File: config.mk
export PLATFORM = sky130hd
export DESIGN_NAME = traffic_light_monitor
export DESIGN_NICKNAME = d
export VERILOG_FILES = /design/src/rtl/traffic_mon_pkg.sv /design/src/rtl/traffic_lamp_decode.sv /design/src/rtl/traffic_light_monitor.sv
export SDC_FILE = /design/constraint.sdc
export NUM_CORES = 1
export LEC_CHECK = 0
export ABC_CLOCK_PERIOD_IN_PS = 2400
export CAP_MARGIN = 20
export CORE_MARGIN = 3
export CORE_UTILIZATION = 50
export CTS_CLUSTER_SIZE = 8
export DETAILED_ROUTE_END_ITERATION = 6
export GPL_TIMING_DRIVEN = 0
export PLACE_DENSITY = 0.86
export SKIP_CTS_REPAIR_TIMING = 1
export SYNTH_ARGS = -nofsm -noshare
export SYNTH_HDL_FRONTEND = slang
export SYNTH_SLANG_ARGS = --single-unit
export TNS_END_PERCENT = 5
File: constraint.sdc
create_clock -name clk -period 2.4 [get_ports clk]
set_clock_uncertainty 0.1 [all_clocks]
set_input_delay 0.48 -clock clk [delete_from_list [all_inputs] [get_ports clk]]
set_output_delay 0.48 -clock clk [all_outputs]
set_load 0.05 [all_outputs]
File: src/rtl/traffic_mon_pkg.sv
`default_nettype none
// ============================================================================
// Module      : traffic_mon_pkg
// Description : Shared types and constants for the traffic-light monitor.
//               - state_t    : FSM encoding. Bits [1:0] of the four non-fault
//                              states equal the externally visible phase code.
//               - FC_*       : latched fault cause codes (0 and 7 reserved).
//               - lamp_pat_t : one-hot decoded lamp pattern.
//               - is_green() : true for the two green-phase states.
// Revision    : 1.0 - initial release
// ============================================================================
package traffic_mon_pkg;

    typedef enum logic [2:0] {
        ST_IDLE    = 3'b000,
        ST_NS_GO   = 3'b001,
        ST_EW_GO   = 3'b010,
        ST_ALL_RED = 3'b011,
        ST_FAULT   = 3'b100
    } state_t;

    localparam logic [2:0] FC_NONE        = 3'd0;
    localparam logic [2:0] FC_CONFLICT    = 3'd1;
    localparam logic [2:0] FC_LAMP        = 3'd2;
    localparam logic [2:0] FC_SHORT       = 3'd3;
    localparam logic [2:0] FC_LONG        = 3'd4;
    localparam logic [2:0] FC_ALLRED_LONG = 3'd5;
    localparam logic [2:0] FC_SEQ         = 3'd6;

    typedef struct packed {
        logic conflict;
        logic lamp_bad;
        logic ns_go;
        logic ew_go;
        logic all_red;
    } lamp_pat_t;

    function automatic logic is_green(input state_t s);
        return (s == ST_NS_GO) || (s == ST_EW_GO);
    endfunction

endpackage
`default_nettype wire

File: src/rtl/traffic_lamp_decode.sv
`default_nettype none
// ============================================================================
// Module      : traffic_lamp_decode
// Description : Combinational decode of the four lamp lines into a one-hot
//               pattern, in priority order conflict > lamp_bad > ns_go >
//               ew_go > all_red. Every input combination maps to exactly
//               one pattern bit.
// Ports       : i_ns_red, i_ns_green, i_ew_red, i_ew_green - lamp lines
//               o_pat                                       - decoded pattern
// Revision    : 1.0 - initial release
// ============================================================================
module traffic_lamp_decode
    import traffic_mon_pkg::*;
(
    input  logic      i_ns_red,
    input  logic      i_ns_green,
    input  logic      i_ew_red,
    input  logic      i_ew_green,
    output lamp_pat_t o_pat
);

    logic w_conflict;
    logic w_lamp_bad;

    assign w_conflict = i_ns_green & i_ew_green;
    // Each direction must show exactly one lamp.
    assign w_lamp_bad = ~w_conflict &
                        ((i_ns_red == i_ns_green) | (i_ew_red == i_ew_green));

    always_comb begin
        o_pat          = '0;
        o_pat.conflict = w_conflict;
        o_pat.lamp_bad = w_lamp_bad;
        if (!w_conflict && !w_lamp_bad) begin
            o_pat.ns_go   = i_ns_green & i_ew_red;
            o_pat.ew_go   = i_ew_green & i_ns_red;
            o_pat.all_red = i_ns_red   & i_ew_red;
        end
    end

endmodule
`default_nettype wire

File: src/rtl/traffic_light_monitor.sv
`default_nettype none
// ============================================================================
// Module      : traffic_light_monitor
// Description : Passive safety/timing checker for a two-direction traffic
//               light. Decodes the lamp pattern every cycle, tracks the phase
//               and its length, counts legal handoffs and latches the first
//               violation (fault/fault_code) until clr_fault.
// Ports       : clk, reset (sync, active-high)
//               NS_red, NS_green, EW_red, EW_green - sampled lamp lines
//               clr_fault  - clears a latched fault (ignored otherwise)
//               fault, fault_code, phase, phase_cnt, handoffs - registered
// Config      : `define TRAFFIC_MON_ALLRED_REQ_EN to require an all-red gap
//               between greens (direct green-to-green and an all-red
//               shorter than MIN_ALLRED both report code 6).
// Revision    : 1.0 - initial release
// ============================================================================
module traffic_light_monitor
    import traffic_mon_pkg::*;
#(
    parameter int unsigned MIN_GREEN  = 2,
    parameter int unsigned MAX_GREEN  = 8,
    parameter int unsigned MAX_ALLRED = 4,
    parameter int unsigned MIN_ALLRED = 1,
    parameter int unsigned CNT_W      = 4
) (
    input  logic             clk,
    input  logic             reset,
    input  logic             NS_red,
    input  logic             NS_green,
    input  logic             EW_red,
    input  logic             EW_green,
    input  logic             clr_fault,
    output logic             fault,
    output logic [2:0]       fault_code,
    output logic [1:0]       phase,
    output logic [CNT_W-1:0] phase_cnt,
    output logic [7:0]       handoffs
);

    localparam int unsigned C_MAX_LEN =
        ((MAX_GREEN > MAX_ALLRED) ? MAX_GREEN : MAX_ALLRED) + 1;

    // Elaboration-time sanity checks on the parameter set.
    if (((1 << CNT_W) - 1) < C_MAX_LEN) begin : g_cnt_w_check
        $error("CNT_W too small to hold the longest checked phase");
    end
    if (MIN_ALLRED > MAX_ALLRED) begin : g_allred_check
        $error("MIN_ALLRED exceeds MAX_ALLRED");
    end

    lamp_pat_t        w_pat;
    state_t           w_pat_state;
    logic [CNT_W-1:0] w_cnt_inc;
    logic [2:0]       w_code;

    state_t           r_state;
    logic             r_fault;
    logic [2:0]       r_code;
    logic [1:0]       r_phase;
    logic [CNT_W-1:0] r_cnt;
    logic [7:0]       r_handoffs;
    // Current phase was entered from IDLE, so its start was not observed
    // and minimum-length checks do not apply to it.
    logic             r_from_idle;

    traffic_lamp_decode u_decode (
        .i_ns_red   (NS_red),
        .i_ns_green (NS_green),
        .i_ew_red   (EW_red),
        .i_ew_green (EW_green),
        .o_pat      (w_pat)
    );

    always_comb begin
        w_pat_state = ST_IDLE;
        if (w_pat.ns_go)        w_pat_state = ST_NS_GO;
        else if (w_pat.ew_go)   w_pat_state = ST_EW_GO;
        else if (w_pat.all_red) w_pat_state = ST_ALL_RED;
    end

    assign w_cnt_inc = (r_cnt == '1) ? r_cnt : r_cnt + 1'b1;

    // Violation detection for the non-fault states; ignored while in FAULT.
    always_comb begin
        w_code = FC_NONE;
        if (w_pat.conflict) begin
            w_code = FC_CONFLICT;
        end else if (w_pat.lamp_bad) begin
            w_code = FC_LAMP;
        end else if (r_state != ST_IDLE) begin
            if (w_pat_state == r_state) begin
                if (is_green(r_state) && (32'(w_cnt_inc) > MAX_GREEN))
                    w_code = FC_LONG;
                else if ((r_state == ST_ALL_RED) && (32'(w_cnt_inc) > MAX_ALLRED))
                    w_code = FC_ALLRED_LONG;
            end else begin
                if (is_green(r_state) && !r_from_idle && (32'(r_cnt) < MIN_GREEN))
                    w_code = FC_SHORT;
`ifdef TRAFFIC_MON_ALLRED_REQ_EN
                else if (is_green(r_state) && is_green(w_pat_state))
                    w_code = FC_SEQ;
                else if ((r_state == ST_ALL_RED) && !r_from_idle &&
                         (32'(r_cnt) < MIN_ALLRED))
                    w_code = FC_SEQ;
`endif
            end
        end
    end

    always_ff @(posedge clk) begin
        if (reset) begin
            r_state     <= ST_IDLE;
            r_fault     <= 1'b0;
            r_code      <= FC_NONE;
            r_phase     <= 2'b00;
            r_cnt       <= '0;
            r_handoffs  <= '0;
            r_from_idle <= 1'b0;
        end else if (r_state == ST_FAULT) begin
            // Clear takes priority over anything sampled this cycle; a
            // persisting violation is re-detected from IDLE next cycle.
            if (clr_fault) begin
                r_state     <= ST_IDLE;
                r_fault     <= 1'b0;
                r_code      <= FC_NONE;
                r_phase     <= 2'b00;
                r_cnt       <= '0;
                r_from_idle <= 1'b0;
            end
        end else if (w_code != FC_NONE) begin
            // phase, phase_cnt and handoffs freeze at their pre-fault values.
            r_state <= ST_FAULT;
            r_fault <= 1'b1;
            r_code  <= w_code;
        end else if (r_state == ST_IDLE) begin
            r_state     <= w_pat_state;
            r_phase     <= w_pat_state[1:0];
            r_cnt       <= CNT_W'(1);
            r_from_idle <= 1'b1;
        end else if (w_pat_state == r_state) begin
            r_cnt <= w_cnt_inc;
        end else begin
            r_state     <= w_pat_state;
            r_phase     <= w_pat_state[1:0];
            r_cnt       <= CNT_W'(1);
            r_handoffs  <= r_handoffs + 8'd1;
            r_from_idle <= 1'b0;
        end
    end

    assign fault      = r_fault;
    assign fault_code = r_code;
    assign phase      = r_phase;
    assign phase_cnt  = r_cnt;
    assign handoffs   = r_handoffs;

endmodule
`default_nettype wire

* Word level (Yosys, flattened, before mapping)
Index checks and enable logic that the tools add are counted.
Storage, ports and cells: input bits 7, logic and storage cells 89, output and inout port bits 18, bits in registers 22
Cells by class: add/subtract/negate cells 2, multiplexer cells 36, bitwise operators 11, eq/ne operators 12, reduce and logical (&&, ||, !) cells 18, $lt $le $gt $ge 3
Operator list (number):
- 3-bit 2-to-1 mux | 14
- 4-bit 2-to-1 mux | 6
- 2-bit 2-to-1 mux | 9
- 8-bit by 1-bit adder with 8-bit output, second input constant | 1
- 1-bit 2-to-1 mux | 7
- 3-bit by 2-bit == test with 1-bit output, second input constant | 2
- 2-bit AND reduction | 3
- 3-bit nonzero test | 2
- 1-bit AND | 5
- 1-bit logical AND | 5
- 1-bit inverter | 5
- 4-bit by 1-bit adder with 4-bit output, second input constant | 1
- 4-bit == test, second input constant | 1
- 4-bit by 3-bit greater-than comparator with 1-bit output, second input constant | 1
- 4-bit greater-than comparator, second input constant | 1
- 4-bit by 2-bit less-than comparator with 1-bit output, second input constant | 1
- 2-bit != test, second input constant | 2
- 4-bit != test, second input constant | 1
- 4-bit AND reduction | 1
- 3-bit by 1-bit == test with 1-bit output, second input constant | 1
- 3-bit == test | 1
- 3-bit == test, second input constant | 1
- 1-bit logical NOT | 3
- 3-bit logical NOT | 1
- other kinds (6) | 7

* Logic depth before layout (Yosys ltp)
Gate-level depths: netlist of run 1.
word-level depth 17, gate-level depth with buffers 8, mapped depth without buffers 8

* Hierarchy
From an unflattened synthesis of run 1, not the netlist that was laid out.
Unflattened totals: cells, all modules 172, area total of the unflattened synthesis 1436.4 µm²
By module, submodules not included:
- traffic_light_monitor | cells an instance 163, seq. area each 440.4 µm², area each 1356.3 µm², instances 1
- traffic_lamp_decode | cells an instance 9, seq. area each 0.0 µm², area each 80.1 µm², instances 1

* Worst setup path after synthesis of run 1
Ideal clock, no wire load.
kind reg-to-reg, from register r_cnt[0] (netlist: phase_cnt[0]), to register r_cnt[2] (netlist: phase_cnt[2]), slack -0.158 ns, clock period less this slack 2.558 ns, data arrival time 2.372 ns, buffers on the path 0, cell stages (with the launch flop) 9, data required time 2.214 ns, cell sequence dfxtp_1 > ha_1 > or3b_2 > a21oi_1 > nor2_1 > and3_1 > o21ai_2 > a21oi_1 > a211oi_1
Between the ends: cells in the longest elaborated chain, start to end 13, elaborated cells on any way between the ends 23, those cells by class add/sub (1); order compare (3); eq/ne (2); mux (12); reduce/logical (5)
Ends and longest elaborated chain:
- from (decl) | RTL line traffic_light_monitor.sv:60 | logic [CNT_W-1:0] r_cnt;
- from (signal assigned) | RTL line traffic_light_monitor.sv:141 | r_cnt <= w_cnt_inc;
- 4-bit by 1-bit adder with 4-bit output / 4-bit == test (equally long branches) | RTL line traffic_light_monitor.sv:81 | assign w_cnt_inc = (r_cnt == '1) ? r_cnt : r_cnt + 1'b1;
- 4-bit 2-to-1 mux | RTL line traffic_light_monitor.sv:81
- 4-bit by 3-bit greater-than comparator with 1-bit output | RTL line traffic_light_monitor.sv:94 | else if ((r_state == ST_ALL_RED) && (32'(w_cnt_inc) > MAX_ALLRED))
- 1-bit logical AND | RTL line traffic_light_monitor.sv:94
- 3-bit 2-to-1 mux | RTL line traffic_light_monitor.sv:94
- 3-bit 2-to-1 mux | RTL line traffic_light_monitor.sv:92 | if (is_green(r_state) && (32'(w_cnt_inc) > MAX_GREEN))
- 3-bit 2-to-1 mux | RTL line traffic_light_monitor.sv:91 | if (w_pat_state == r_state) begin
- 3-bit 2-to-1 mux | RTL line traffic_light_monitor.sv:90 | end else if (r_state != ST_IDLE) begin
- 3-bit 2-to-1 mux | RTL line traffic_light_monitor.sv:88 | end else if (w_pat.lamp_bad) begin
- 3-bit 2-to-1 mux | RTL line traffic_light_monitor.sv:86 | if (w_pat.conflict) begin
- 3-bit nonzero test | RTL line traffic_light_monitor.sv:130 | end else if (w_code != FC_NONE) begin
- 2-bit != test (no line)
- 2-bit AND reduction (no line)
Parallel ways exist; a longest one is shown, timed or not. The select of a mux whose other input is x is not followed. A chain may end at the register's enable or synchronous reset.

* Worst setup path in the final report of run 1
from register r_cnt[0] (netlist: phase_cnt[0]), to register r_cnt[3] (netlist: phase_cnt[3])
Same word-level chain as after synthesis.

==> out/results.ini, run 1 <==
[timing]
finalCritPeriodShare = 0.929
hold_viol_final = 0
setup_violations = 0
layout_min_cycle_time_ps = 2230
relSlewSlack = 0.661
slew_viol_final = 0
rsz0062_at_grt = no
tightest_slew_ps = 507
fmax_mhz = 449
finalSetupTns_ps = 0

[layout]
diodes = 0
layout.nets = 189
syn2layout_area_growth_pct = 30.2
multi_input_comb_area_sq_um = 840
final_common_cell = nor2_1
final_cell_mix = nor2_1 (21), dfxtp_1 (20), clkdlybuf4s50_1 (20)
drive_gt1_frac = 0.140
fill_cells = 184
post-route-util = 0.715
regArea_sq_um = 448

[route]
drt_pass1_iterations = 4
drt-initial-drc-count = 31
vias = 1209
top_layer = met4
wl_per_cell_um = 14.5
via_per_inst = 5.84
wl_met3_um = 150
drc = 0
met2WireLength_mm = 1.42
drt-total-wl_mm = 3.01
wl_met1_mm = 1.38
final_antenna_net_count = 0

[clocking]
clk_latency_ps = 310
clk_transition_reported_paths_ps = 120
cts_tree = yes
cts_max_path_buffers = 2
cts-buffers-inserted = 3
htreeDepth = 1
root_buffer = clkbuf_4
cts.sinks = 22

[worst_setup_path]
path_max_fanout = 8
critical_path_class = flop to flop
cp.required_ps = 2540
critPathArrivalTime_ps = 2360
path_buf_inv = 0
cpLargestDelayFamily = simple AND/OR/NAND/NOR gates
slowest_stage = or3b_2
cpPeakStageDelay_ps = 440
cp_cell_sequence = ha_4, or3b_2, a21oi_1, nor2_1, and3_2, o21ai_4, a41oi_1, nor3_1
cp-end-kind = flop
worstSetupStartpointType = flop

[synth]
synthXorXnorAreaFrac = 0.0551
ys_seq_area_frac = 0.346
synth_mux_area_frac = 0.0246
synth-adder-area-share = 0.0197
synthSimpleGateAreaFrac = 0.288
yosysUniqueCellTypes = 50
yosysWarnings = 0
synth_edf_count = 0
syn_inst = 149
synth.avg_cell_area_sq_um = 8.54
synth_compound_area_frac = 0.241
syn_nets = 158
synth_top_family_by_area = simple AND/OR/NAND/NOR gates
synthFlopType = dfxtp_1
synth-async-reset-ratio = 0
ys_ff_latch = 22
synth_area_sq_mm = 0.00127

[job]
drv_cap = 0

[pwr]
powerDensity_mw_per_mm2 = 436
ir_worst_vdd_uv = 520
leakagePower_nw = 0.602

[grt]
grt_pass1_wl_mm = 4.81
grt_usage = 0.185
grt_antenna_before_repair = 0
overflow = 0
grt_pass1_vias = 1102
grt_max_degree = 13

[min_path]
min_path_type = flop to flop

[floorplan]
dieArea_sq_mm = 0.00319
core_sq_mm = 0.00232
die-height_um = 56.4
die_x_um = 56.4
pin_count = 25
start_util = 0.549
rows = 17

[placed_design]
hpwl_mm = 2.22
io_buffers = 24
gp_routability_congestion = 0.836

[outcome]
status = finished clean

[cells by family (layout without fill, tap and decap cells)]
| logic type | count (synthesis) | count (layout) |
|---|---|---|
| fa+ha+maj | 2 | 2 |
| compound gates | 41 | 41 |
| flops | 22 | 22 |
| mux | 3 | 3 |
| simple gates | 66 | 66 |
| xor+xnor | 8 | 8 |
| buf+inv | 7 | 37 |
[cell type report]
type,instances,share of cell area
plain buffers,6,0.0174
clock buffers,4,0.0219
inverters,1,0.00227
multi-input cells,120,0.507
flip-flops and latches,22,0.270
well taps,28,0.0211
repair buffers,26,0.160
[routing by layer]
metal / up-vias / global-route usage
met3: 8 / 0.0437
met1: 551 / 0.255
met4: 0 / 0.0610
met2: 41 / 0.281
met5: - / 0
li1: 609 / -
[sequential cells by signal, summed over array words and instances, names as in the netlist]
register     count
phase_cnt        4
r_from_idle      1
fault            1
fault_code       3
phase            2
r_state          3
handoffs         8
[power breakdown]
group / internal (mW) / total, mW / switching (mW)
sequential: 0.373 / 0.380 / 0.00718
combinational: 0.0534 / 0.139 / 0.0858
clock: 0.0927 / 0.203 / 0.110
[Yosys cell counts, types with 2 or more instances]
master | count | area [sq um]
a211oi_1 | 2 | 15.0
a21oi_1 | 10 | 50.1
a22o_1 | 2 | 17.5
a31oi_1 | 3 | 18.8
and3_1 | 3 | 18.8
and3b_1 | 2 | 17.5
clkbuf_1 | 3 | 11.3
dfxtp_1 | 22 | 440
ha_1 | 2 | 25.0
mux2i_1 | 2 | 20.0
nand2_1 | 10 | 37.5
nand2b_1 | 4 | 25.0
nand4_1 | 6 | 37.5
nor2_1 | 21 | 78.8
nor2b_1 | 3 | 18.8
nor3_1 | 2 | 10.0
nor4_1 | 2 | 12.5
o211ai_1 | 2 | 15.0
o21a_1 | 2 | 15.0
o21ai_0 | 8 | 40.0
or3_1 | 3 | 18.8
xor2_1 | 7 | 61.3
[per-stage QoR]
step                      cell area, sq um  power, mW  hold WS [ps]  cells  setup WS [ps]
after CTS                             1590      0.724           370    205           -175
after global placement                1550      0.516           340    201           -426
after global routing                  1660      0.755           394    207           19.0
final                                 1660      0.722           364    207            171
after floorplan                       1270      0.478           360    149           71.5
after detailed placement              1550      0.521           353    201           -521
[tightest hold or removal path, stage by stage, from the launching register on]
cell and delay [ps]:
dfxtp_1 330, nand2_1 50, a21oi_1 50
[worst paths after layout]
path | start | to | slack (ps) | cells past startpoint
max | phase_cnt[0] | phase_cnt[3] | 170 | 8
min | phase[0] | phase[0] | 360 | 2
max reg2reg | phase_cnt[0] | phase_cnt[3] | 170 | 8
min reg2reg | phase[0] | phase[0] | 360 | 2
Note: power is estimated with default switching activity, not from simulation.
==> run 2, diff against run 1 <==
--- a/config.mk
+++ b/config.mk
@@ -5,14 +5,13 @@
 export SDC_FILE = /design/constraint.sdc
 export NUM_CORES = 1
 export LEC_CHECK = 0
-export ABC_CLOCK_PERIOD_IN_PS = 2400
+export ABC_CLOCK_PERIOD_IN_PS = 2800
 export CAP_MARGIN = 20
-export CORE_MARGIN = 3
-export CORE_UTILIZATION = 50
+export CORE_UTILIZATION = 54
 export CTS_CLUSTER_SIZE = 8
 export DETAILED_ROUTE_END_ITERATION = 6
 export GPL_TIMING_DRIVEN = 0
-export PLACE_DENSITY = 0.86
+export PLACE_DENSITY = 0.91
 export SKIP_CTS_REPAIR_TIMING = 1
 export SYNTH_ARGS = -nofsm -noshare
 export SYNTH_HDL_FRONTEND = slang
==> constraint.sdc (replaced) <==
create_clock -name clk -period 2.8 [get_ports clk]
set_clock_uncertainty 0.1 [all_clocks]
set_input_delay 0.56 -clock clk [delete_from_list [all_inputs] [get_ports clk]]
set_output_delay 0.56 -clock clk [all_outputs]
set_load 0.05 [all_outputs]
==> run 2 against run 1 <==
Compared with the run above:
- sequential power fell by 14%
- sequential share of layout area rose by 0.50 points
- largest cell class unchanged
- critical path type is now input pin to flop
- hold slack got worse by 1.5 ps
- sequential cell count did not move
- highest routed layer unchanged
- critical endpoint is now handoffs[4]
==> out/results.ini, run 2 (synthesis gave the netlist of run 1 again) <==
[layout]
final_common_cell = clkdlybuf4s50_1
drive_gt1_frac = 0.106
multi_input_comb_area_sq_um = 800
regArea_sq_um = 440
largest_reg_flops = 8
final_cell_mix = clkdlybuf4s50_1 (24), dfxtp_1 (22), nor2_1 (21)
post-route-util = 0.723
layout.cells.non_filler = 207
fill_cells = 179
diodes = 0
syn2layout_area_growth_pct = 25.7
layout.nets = 189

[placed_design]
gp_routability_congestion = 0.879
io_buffers = 24
placed_cells = 201
hpwl_mm = 2.30
post-place-ws_ps = -204

[timing]
layout_setup_ws_ps = 215
slew_viol_final = 0
rsz0062_at_grt = no
setup_violations = 0
layout_min_cycle_time_ps = 2580
fmax_mhz = 387
finalCritPeriodShare = 0.923
tightest_slew_ps = 634
finalSetupTns_ps = 0
hold_viol_final = 0
relSlewSlack = 0.573

[grt]
grt_max_degree = 13
grt_pass1_wl_mm = 5.22
overflow = 0
grt_antenna_before_repair = 0
grt_usage = 0.271
grt_pass1_vias = 1191

[worst_setup_path]
path_max_fanout = 8
critical_path_class = input pin to flop
worstSetupStartpointType = input pin
reg2reg_setup_slack_ps = 330
cp-end-kind = flop
cp.required_ps = 2900
r2r_start = phase_cnt[0]
critPathArrivalTime_ps = 2680
crit_path_end = handoffs[4]
critical_path.startpoint = NS_red
worstRegToRegCells = 8
timing.rr.end = fault

[floorplan]
pin_count = 25
die_x_um = 50.5
die-height_um = 50.5
rows = 17
dieArea_sq_mm = 0.00255
start_util = 0.575
core_sq_mm = 0.00221

[route]
drt-total-wl_mm = 3.12
via_per_inst = 6.03
wl_per_cell_um = 15.1
drt_pass1_iterations = 4
drt-initial-drc-count = 42
vias = 1249
drc = 0
final_antenna_net_count = 0

[clocking]
cts_tree = yes
htreeDepth = 1
cts.sinks = 22
cts-buffers-inserted = 3
cts_max_path_buffers = 2
clk_latency_ps = 330
clk_transition_reported_paths_ps = 110
root_buffer = clkbuf_4

[pwr]
comb_power_share = 0.185
powerDensity_mw_per_mm2 = 391
leakagePower_nw = 0.571
power.switching_mw = 0.180
ir_worst_vdd_uv = 294
p_int_mw = 0.445
p_sw_frac = 0.288
seqPwrFrac = 0.523
pwr-share-clk = 0.292

[outcome]
status = finished clean

[min_path]
min_path_type = flop to flop
worstHoldPathCells = 2

[job]
drv_cap = 0

[run 2: stage by stage]
| stage | hold WS, ps | total power [mW] | area [sq um] |
|---|---|---|---|
| finish | 363 | 0.624 | 1600 |
| global route | 407 | 0.649 | 1600 |
| CTS | 367 | 0.625 | 1580 |
| detailed placement | 350 | 0.447 | 1550 |
| global placement | 341 | 0.442 | 1550 |
| floorplan | 360 | 0.409 | 1270 |
[run 2: metal layers]
metal	wire length, um	vias up	GRT usage
met1	1350	568	0.350
met2	1500	63	0.453
met3	201	11	0.0303
met5	0	-	0
met4	62	0	0.116
li1	-	607	-
[run 2: power groups by stage]
| stage | clock network (mW) | logic, mW | registers [mW] |
|---|---|---|---|
| after floorplan | 0 | 0.0584 | 0.351 |
| after global placement | 0 | 0.110 | 0.333 |
| after detailed placement | 0 | 0.114 | 0.334 |
| after CTS | 0.184 | 0.114 | 0.327 |
| after global routing | 0.197 | 0.124 | 0.327 |
| final | 0.182 | 0.116 | 0.327 |
[run 2: how the worst min path moves through the flow]
stage / to / slack (ps) / start
2_1_floorplan: r_from_idle / 360 / r_from_idle
3_3_place_gp: phase[1] / 340 / phase[1]
3_5_place_dp: phase[1] / 350 / phase[1]
4_1_cts: phase[1] / 370 / phase[1]
5_1_grt: phase[0] / 410 / phase[0]
6_report: phase[1] / 360 / phase[1]
[run 2: cell type report]
cell class                      instances  share of cell area
Buffer                                  6              0.0180
Clock buffer                            4              0.0227
Inverter                                1             0.00235
Multi-Input combinational cell        120               0.500
Sequential cell                        22               0.275
Tap cell                               28              0.0219
Timing Repair Buffer                   26               0.160
[run 2: worst max-delay path, cell delays in order]
cell             delay [ps]
clkdlybuf4s50_1         590
nor2b_1                 320
o21ai_4                 110
mux2i_1                 180
a2111oi_4               350
buf_4                   210
nand4_1                 130
xor2_1                  180
nor2_1                   50
